==> config.mk <==
export PLATFORM = sky130hd
export DESIGN_NAME = wb_write_queue_flat
export DESIGN_NICKNAME = d
export VERILOG_FILES = /design/src/rtl/wb_write_queue_if.sv /design/src/rtl/wb_write_queue.sv /design/src/flat_wrapper.sv
export SDC_FILE = /design/constraint.sdc
export NUM_CORES = 1
export LEC_CHECK = 0
export CELL_PAD_IN_SITES_DETAIL_PLACEMENT = 0
export CELL_PAD_IN_SITES_GLOBAL_PLACEMENT = 2
export CORE_MARGIN = 1
export CORE_UTILIZATION = 35
export DETAILED_ROUTE_END_ITERATION = 10
export PLACE_DENSITY = 0.71
export SETUP_SLACK_MARGIN = 0.4
export SYNTH_ARGS = -nofsm -noshare
export SYNTH_HDL_FRONTEND = slang
export SYNTH_SLANG_ARGS = --single-unit
==> constraint.sdc <==
create_clock -name clk -period 3.46 [get_ports clk]
set_input_delay 0.692 -clock clk [delete_from_list [all_inputs] [get_ports clk]]
set_output_delay 0.692 -clock clk [all_outputs]
set_load 0.01 [all_outputs]
==> src/rtl/wb_write_queue_if.sv <==
// wb_write_queue_if: bundles the result handshake, the register-file write
// port and the forwarding lookup of wb_write_queue.
//   slave  : the queue itself
//   master : the datapath / register-file side that talks to the queue
interface wb_write_queue_if #(
  parameter int AW = 6,
  parameter int DW = 32
);
  // result handshake from the datapath
  logic          in_valid;
  logic          in_ready;
  logic [AW-1:0] in_reg;
  logic [DW-1:0] in_data;
  // drain control
  logic          wb_hold;
  // register-file write port
  logic          regWrite;
  logic [AW-1:0] writeReg;
  logic [DW-1:0] writeData;
  // pending-write lookup for decode-stage reads
  logic [AW-1:0] lk_reg;
  logic          lk_hit;
  logic [DW-1:0] lk_data;

  modport slave (
    input  in_valid, in_reg, in_data, wb_hold, lk_reg,
    output in_ready, regWrite, writeReg, writeData, lk_hit, lk_data
  );

  modport master (
    output in_valid, in_reg, in_data, wb_hold, lk_reg,
    input  in_ready, regWrite, writeReg, writeData, lk_hit, lk_data
  );
endinterface

==> src/rtl/wb_write_queue.sv <==
// wb_write_queue: in-order writeback queue in front of the 64 x 32 register
// file. Results are accepted over a valid/ready handshake, kept in a circular
// buffer and drained one write per cycle onto regWrite/writeReg/writeData.
//
// Optional feature macro: WBQ_FWD_EN
//   defined   -> lk_hit/lk_data report the youngest queued write to lk_reg
//   undefined -> lookup logic absent, lk_hit/lk_data tied to zero
//
// Writes to register 0 are consumed by the handshake but never queued, since
// that register is hardwired to zero in the array.
module wb_write_queue #(
  parameter int DEPTH = 4,
  parameter int AW    = 6,
  parameter int DW    = 32
) (
  input logic             clk,
  input logic             rst,
  wb_write_queue_if.slave bus
);

  localparam int PW = $clog2(DEPTH);
  localparam int CW = PW + 1;

  localparam logic [CW-1:0] FULL_COUNT = CW'(DEPTH);
  localparam logic [CW-1:0] COUNT_ONE  = CW'(1);
  localparam logic [PW-1:0] PTR_ONE    = PW'(1);

  // queue storage and bookkeeping
  logic [AW-1:0] reg_mem_r  [DEPTH];
  logic [DW-1:0] data_mem_r [DEPTH];
  logic [PW-1:0] wr_ptr_r;
  logic [PW-1:0] rd_ptr_r;
  logic [CW-1:0] count_r;

  // handshake / drain decisions for the current cycle
  logic          in_ready_s;
  logic          push_s;
  logic          pop_s;

  // write-port and lookup values
  logic          reg_write_s;
  logic [AW-1:0] write_reg_s;
  logic [DW-1:0] write_data_s;
  logic          lk_hit_s;
  logic [DW-1:0] lk_data_s;

  // Handshake and drain decisions; ready looks only at reset and fill level,
  // so a full queue stalls one cycle even while the head is being written.
  always_comb begin
    in_ready_s = 1'b0;
    push_s     = 1'b0;
    pop_s      = 1'b0;
    if (rst) begin
      in_ready_s = 1'b0;
      push_s     = 1'b0;
      pop_s      = 1'b0;
    end else begin
      in_ready_s = (count_r != FULL_COUNT);
      push_s     = bus.in_valid && in_ready_s && (bus.in_reg != {AW{1'b0}});
      pop_s      = (count_r != {CW{1'b0}}) && !bus.wb_hold;
    end
  end

  // Pointer and occupancy update; simultaneous push and pop leave count alone.
  always_ff @(posedge clk) begin
    if (rst) begin
      wr_ptr_r <= {PW{1'b0}};
      rd_ptr_r <= {PW{1'b0}};
      count_r  <= {CW{1'b0}};
    end else begin
      if (push_s) begin
        wr_ptr_r <= wr_ptr_r + PTR_ONE;
      end else begin
        wr_ptr_r <= wr_ptr_r;
      end
      if (pop_s) begin
        rd_ptr_r <= rd_ptr_r + PTR_ONE;
      end else begin
        rd_ptr_r <= rd_ptr_r;
      end
      case ({push_s, pop_s})
        2'b10:   count_r <= count_r + COUNT_ONE;
        2'b01:   count_r <= count_r - COUNT_ONE;
        default: count_r <= count_r;
      endcase
    end
  end

  // Entry storage; contents are only meaningful below count, so no reset.
  always_ff @(posedge clk) begin
    if (push_s) begin
      reg_mem_r[wr_ptr_r]  <= bus.in_reg;
      data_mem_r[wr_ptr_r] <= bus.in_data;
    end else begin
      reg_mem_r[wr_ptr_r]  <= reg_mem_r[wr_ptr_r];
      data_mem_r[wr_ptr_r] <= data_mem_r[wr_ptr_r];
    end
  end

  // Present the head entry on the write port; fields are zero when idle so
  // the register file never sees stale data.
  always_comb begin
    reg_write_s  = 1'b0;
    write_reg_s  = {AW{1'b0}};
    write_data_s = {DW{1'b0}};
    if (pop_s) begin
      reg_write_s  = 1'b1;
      write_reg_s  = reg_mem_r[rd_ptr_r];
      write_data_s = data_mem_r[rd_ptr_r];
    end else begin
      reg_write_s  = 1'b0;
      write_reg_s  = {AW{1'b0}};
      write_data_s = {DW{1'b0}};
    end
  end

`ifdef WBQ_FWD_EN
  logic [PW-1:0] lk_idx_s;

  // Scan valid entries oldest to youngest so the last match (youngest) wins;
  // the head being written this cycle is still a valid entry.
  always_comb begin
    lk_hit_s  = 1'b0;
    lk_data_s = {DW{1'b0}};
    lk_idx_s  = rd_ptr_r;
    for (int i = 0; i < DEPTH; i++) begin
      lk_idx_s = rd_ptr_r + PW'(i);
      if (!rst && (CW'(i) < count_r) && (bus.lk_reg != {AW{1'b0}}) &&
          (reg_mem_r[lk_idx_s] == bus.lk_reg)) begin
        lk_hit_s  = 1'b1;
        lk_data_s = data_mem_r[lk_idx_s];
      end else begin
        lk_hit_s  = lk_hit_s;
        lk_data_s = lk_data_s;
      end
    end
  end
`else
  logic lk_unused_s;

  // Lookup disabled: answers are constant zero and the index is ignored.
  always_comb begin
    lk_hit_s    = 1'b0;
    lk_data_s   = {DW{1'b0}};
    lk_unused_s = ^bus.lk_reg;
  end
`endif

  assign bus.in_ready  = in_ready_s;
  assign bus.regWrite  = reg_write_s;
  assign bus.writeReg  = write_reg_s;
  assign bus.writeData = write_data_s;
  assign bus.lk_hit    = lk_hit_s;
  assign bus.lk_data   = lk_data_s;

endmodule

==> src/flat_wrapper.sv <==
// flat-port wrapper written by rule: the top's interface ports become plain ports
module wb_write_queue_flat 
#(
  parameter int DEPTH = 4,
  parameter int AW    = 6,
  parameter int DW    = 32
)
  (clk, rst, bus_in_valid, bus_in_reg, bus_in_data, bus_wb_hold, bus_lk_reg, bus_in_ready, bus_regWrite, bus_writeReg, bus_writeData, bus_lk_hit, bus_lk_data);
  wb_write_queue_if #(.AW(AW), .DW(DW)) bus_i ();
  input logic clk;
  input logic rst;
  input wire logic [$bits(bus_i.in_valid)-1:0] bus_in_valid;
  input wire logic [$bits(bus_i.in_reg)-1:0] bus_in_reg;
  input wire logic [$bits(bus_i.in_data)-1:0] bus_in_data;
  input wire logic [$bits(bus_i.wb_hold)-1:0] bus_wb_hold;
  input wire logic [$bits(bus_i.lk_reg)-1:0] bus_lk_reg;
  output wire logic [$bits(bus_i.in_ready)-1:0] bus_in_ready;
  output wire logic [$bits(bus_i.regWrite)-1:0] bus_regWrite;
  output wire logic [$bits(bus_i.writeReg)-1:0] bus_writeReg;
  output wire logic [$bits(bus_i.writeData)-1:0] bus_writeData;
  output wire logic [$bits(bus_i.lk_hit)-1:0] bus_lk_hit;
  output wire logic [$bits(bus_i.lk_data)-1:0] bus_lk_data;
  assign bus_i.in_valid = bus_in_valid;
  assign bus_i.in_reg = bus_in_reg;
  assign bus_i.in_data = bus_in_data;
  assign bus_i.wb_hold = bus_wb_hold;
  assign bus_i.lk_reg = bus_lk_reg;
  assign bus_in_ready = bus_i.in_ready;
  assign bus_regWrite = bus_i.regWrite;
  assign bus_writeReg = bus_i.writeReg;
  assign bus_writeData = bus_i.writeData;
  assign bus_lk_hit = bus_i.lk_hit;
  assign bus_lk_data = bus_i.lk_data;
  wb_write_queue #(.DEPTH(DEPTH), .AW(AW), .DW(DW)) u_core (.clk(clk), .rst(rst), .bus(bus_i));
endmodule
==> summary.txt <==
Status: finished with violations
Failing checks: DRC
GRT Total Usage: 13.6%
Most frequent cells in the layout: edfxtp_1, clkdlybuf4s50_1, and2_1
Hold Path Depth: 1
Share of layout cells above drive strength 1: 19.5%
Max FO, Critical Path: 10
Crit path DAT: 2280 ps
HPWL after DPL: 6610 um
Crit end category: output pin
GP Congestion: 0.685
Hold_ws: 480 ps
Core ar.: 0.0181 mm^2
Most used cell, CP: clkdlybuf4s50_1
Hold_sp: u_core.rd_ptr_r[1]
Worst setup margin: 491 ps
Clock latency at the later pin of the worst-skew pair: 410 ps
Largest net degree at the start of global routing: 43
Post-Syn Instances: 330
Final Hold Viols: 0
Clock transition at path regs: 60 ps
Vias per inst: 4.62
Final wirelength: 12300 um
Pwr dens: 530 mW/mm^2
Highest ir drop seen on vdd: 0.334 mV
Hold Path Class: reg2reg
Starting Density: 35.9%
Final Cycle Share: 85.8%
RSZ-0062 raised after global routing: false
Sequential cell area: 0.00475 mm^2
Root Buffer: clkbuf_16
Asr flop ratio synth: 0%
Most used routing layer in global routing: met2
Max-Cap Viols: 0
P_leak: 3.37 nW
Vias in the first global route: 3369
Ys flop type: edfxtp_1
Die Y: 138 um
Crit path required time: 2770 ps
Max incr delay on CP: 520 ps
WL/cell: 18.2 um
Met3 Usage GRT: 4.43%
Drt pass-1 iters: 7
Worst setup path start: bus_wb_hold
Post-synth EDFFs: 152
Distinct cells, synth: 30
R2R depth: 10
Die area: 0.0191 mm^2
#FFs+latches synth: 161
Initial antenna violation count: 0
Area grow syn2layout: 27.7%
CP Launch Type: primary input
Total gr overflow: 0
Starting DRC count in detailed routing: 199
Clock skew: 3.95 ps
# IOs: 121
Post-synthesis cell area: 0.00649 mm^2
# port buffers: 81
WS Path Type: in2out
Layout fillers: 1571
Warnings, synthesis: 0
Max Slew Vio Count: 0
Setup Viol. Count Final: 0
Detail Route Antenna Nets: 0
H-Tree Depth: 4
Area of the multi-input gates: 0.00151 mm^2
Critical R2R Launch: u_core.count_r[2]
Power Total: 4.40 mW
Final Critical Period: 2970 ps
Setup TNS: 0 ps
Layout Nets: 488
Worst path slowest cell: clkdlybuf4s50_1
Dpl ws: 230 ps
DRC Markers: 29
Post-CTS Hold Fix Bufs: 0
Antenna cell count: 0
Met1 Use GR: 16.3%
Critical-path cell list: clkdlybuf4s50_1 > nor3_4 > buf_6 > buf_8 > and2_1 > clkdlybuf4s50_1
M2 GR Usage: 23.0%
Most common cell after layout, fill and taps aside: edfxtp_1
First-pass GRT wire length: 18900 um
Sink Count: 161
Seq/Total Area, Yosys: 73.1%
DR vias: 3126
CTS buffer count: 17
Fmax: 337 MHz
Num rows: 49
Mean post-synth cell area: 19.7 um^2
Chip Width: 138 um
CTS max path bufs: 2
CTS tree: built
[per-stage QoR]
stage               area [um^2]  util, %  std cells
finish                     8290     45.8        676
global route               8290     45.8        676
global placement           7530     41.6        636
floorplan                  6610        -        362
CTS                        8130     45.0        672
detailed placement         7530     41.6        636
[worst paths after layout]
path                       endpoint  slack (ps)
setup / recovery  bus_writeData[11]         490
hold / removal             register         480
setup reg to reg  u_core.count_r[2]        1240
hold reg to reg            register         480
[power breakdown]
part / leakage, nW / switching [mW] / internal, mW
clock: 0.266 / 0.691 / 1.08
combinational: 1.65 / 0.191 / 0.208
sequential: 1.45 / 0.0214 / 2.20
[worst max-delay path, delay by kind of cell]
family / cells / cell delay (ps)
AND/OR/NAND/NOR: 2 / 330
buffers and inverters: 4 / 1260
[layer usage]
| layer | wire length (um) | part of all wire, % |
|---|---|---|
| met5 | 0 | 0 |
| met4 | 148 | 1.2 |
| met2 | 6190 | 50 |
| met3 | 643 | 5.2 |
| met1 | 5340 | 43 |
[area by class of cell]
| class | instances | share of cell area [%] |
|---|---|---|
| Clock buffer | 26 | 5.66 |
| Clock inverter | 6 | 1.04 |
| Inverter | 6 | 0.272 |
| Multi-Input combinational cell | 149 | 18.2 |
| Sequential cell | 161 | 57.3 |
| Tap cell | 229 | 3.46 |
| Timing Repair Buffer | 99 | 14.1 |
[cells in the mapped netlist, types with 2 or more instances]
master    instances  area share [%]
buf_4            33             3.8
a21oi_1           4            0.31
buf_2             5            0.39
edfxtp_1        152              70
mux4_2           38              13
inv_1             6            0.35
nand2_1           2            0.12
and3_1            4            0.39
ha_1              5            0.96
nor2_1            7            0.41
nand3_1           2            0.15
nand2b_1          3            0.29
xor2_1            2            0.27
clkbuf_1          4            0.23
dfxtp_1           9             2.8
and2_1           39             3.8
buf_12            2            0.62
[flip-flops by register name, summed over array words and instances, names as in the netlist, named ones only]
name,cells
u_core.data_mem_r,128
u_core.reg_mem_r,24
u_core.count_r,3
u_core.rd_ptr_r,2
u_core.wr_ptr_r,2
[what timing repair did]
action                     4_1_cts  5_1_grt
setup endpoints to repair       22       38
buffers inserted                 4        2
pin swaps                        0        1
cloned                           0        2
resized for setup                0       40
[cell families (layout without fill, tap and decap cells)]
kind of cell	Yosys count	in the layout	share of synthesized area [%]
XOR/XNOR	3	3	0.405
AND/OR/NAND/NOR	61	61	5.54
multiplexers	39	39	13.3
buffers and inverters	52	137	5.65
adder cells (fa/ha/maj)	6	6	1.27
flip-flops	161	161	73.1
AO/OA/AOI/OAI	7	7	0.579
other	1	33	0.0578
No activity file was read; power rests on OpenSTA's default activity.
==> variant: new RTL, same flow settings <==
The option `WBQ_FWD_EN` is turned on by a define.
--- a/src/rtl/wb_write_queue.sv
+++ b/src/rtl/wb_write_queue.sv
@@ -9,4 +9,6 @@
 // Writes to register 0 are consumed by the handshake but never queued, since
 // that register is hardwired to zero in the array.
+`define WBQ_FWD_EN
+
 module wb_write_queue #(
   parameter int DEPTH = 4,
Behaviour: not the same (Yosys sat finds a counterexample within 4 cycles, from zero or initial values and one cycle with rst high).
==> variant against the original RTL <==
The flow finishes with violations (setup timing). Core utilization is 0.51 points higher. Wire length grew to 2.6 times the old value. Power is 27% higher. Synthesized area up 68%. Sequential cell count stayed put. Non-clock buffer count grew 155. Worst setup slack lost 0.83 ns. Design area increased by 71%. Hold slack gained 0.11 ns.
==> variant: results (changes against the original RTL) <==
{| class="wikitable"
! Metric !! Value
|-
| Delay of the slowest cell on the worst path || 0.68 ns (was 0.52 ns)
|-
| Detailed-route vias per instance || 5.538 (was 4.624)
|-
| Fin cells || 1419 (was 676)
|-
| First-pass GRT wire length || 47290 µm (was 18910 µm)
|-
| Vias in the first global route || 7937 (was 3369)
|-
| Ratio of cells with drive above 1 in the final layout || 41.68% (was 19.46%)
|-
| Global-route usage over all layers || 20.31% (was 13.64%)
|-
| Later-pin clock latency in the skew report || 0.43 ns (was 0.41 ns)
|-
| Met3 Routed Length || 1377 µm (was 643 µm)
|-
| Iteration-0 DRC count of the detailed router || 481 (was 199)
|-
| Met2 usage in global routing || 34.11% (was 23.04%)
|-
| Global-route met3 utilization || 3.005% (was 4.434%)
|-
| Area contributors post-synth || sky130_fd_sc_hd__edfxtp_1 (42%), sky130_fd_sc_hd__mux4_2 (14%), sky130_fd_sc_hd__mux2i_1 (6.3%) (was sky130_fd_sc_hd__edfxtp_1 (70%), sky130_fd_sc_hd__mux4_2 (13%), sky130_fd_sc_hd__buf_4 (3.8%))
|-
| Outcome || finished, violations left (unchanged)
|-
| Max stage delay cell, worst path || sky130_fd_sc_hd__mux4_4 (was sky130_fd_sc_hd__clkdlybuf4s50_1)
|-
| Worst-case vdd ir drop || 326.1 µV (was 334.2 µV)
|-
| Largest driver fanout on the critical path || 8 (was 10)
|-
| Post-route setup slack || -0.3340 ns (was 0.4912 ns)
|-
| Violations in the final reports || setup timing (was DRC)
|-
| Cell variety after synth || 54 (was 30)
|-
| Setup violation total in the final timing report || 33 (was 0)
|-
| Met2 Wirelength || 15620 µm (was 6191 µm)
|-
| Leakage || 0.004655 µW (was 0.003374 µW)
|-
| Routed length on met1 || 14130 µm (was 5343 µm)
|-
| Average wire length per cell after detail routing || 22.31 µm (was 18.24 µm)
|-
| Gate count after technology mapping || 816 (was 330)
|-
| Number of I/O port buffers || 120 (was 81)
|-
| Dominant delay contributor by cell family on the critical path || multiplexers (was buffers and inverters)
|-
| Detailed-router iteration count before antenna repair || 4 (was 7)
|-
| Number of antenna violations at the first check in global routing || 2 (was 0)
|-
| Setup TNS || -8.954 ns (was 0 ns)
|-
| Number of cells after detailed placement || 1341 (was 636)
|-
| Gates resized, CTS repair || 226 (was 0)
|-
| Met1 usage || 27.42% (was 16.32%)
|-
| Final estimated routing congestion in global placement || 0.7679 (was 0.6851)
|}
## variant: logic make-up after synthesis
family / share of synthesized area [%]
multiplexers: 28.58
buffers and inverters: 5.208
AO/OA/AOI/OAI: 8.886
AND/OR/NAND/NOR: 10.45
adder cells (fa/ha/maj): 1.035
XOR/XNOR: 2.253
flip-flops: 43.59
## variant: final cells by class
type / count / area, µm² / area share [%]
inverters: 6 / 22.52 / 0.1589
clock buffers: 17 / 425.4 / 3.002
clock inverters: 15 / 168.9 / 1.192
multi-input cells: 569 / 5852 / 41.30
diodes: 1 / 2.502 / 0.01766
flip-flops and latches: 161 / 4757 / 33.57
repair buffers: 254 / 2446 / 17.26
well taps: 396 / 495.5 / 3.497
## variant: final timing paths
| check | startpoint | end | slack (ns) |
|---|---|---|---|
| max | u_core.rd_ptr_r[0]$_SDFFE_PP0N_ | bus_lk_data[24] | -0.33 |
| max reg2reg | u_core.count_r[0]$_SDFFE_PP0P_ | u_core.count_r[2]$_SDFFE_PP0P_ | 1.02 |
| min reg2reg | u_core.wr_ptr_r[0]$_SDFFE_PP0P_ | u_core.wr_ptr_r[0]$_SDFFE_PP0P_ | 0.59 |
| min | u_core.wr_ptr_r[0]$_SDFFE_PP0P_ | u_core.wr_ptr_r[0]$_SDFFE_PP0P_ | 0.59 |
## variant: metrics by stage
stage | utilization, % | hold slack [ns] | cell area, µm² | setup WS (ns)
finish | 46.32 | 0.5872 | 14170 | -0.3340
global placement | 42.38 | 0.5617 | 12960 | -0.7968
floorplan | - | 0.5162 | 10970 | 0.4001
global route | 46.31 | 0.6270 | 14170 | -0.4548
detailed placement | 42.38 | 0.5674 | 12960 | -0.8089
CTS | 45.61 | 0.5893 | 13950 | -0.3563
## variant: power by group
group / switching [µW] / internal, µW
logic: 690 / 729
clock network: 851 / 1090
registers: 49.3 / 2190
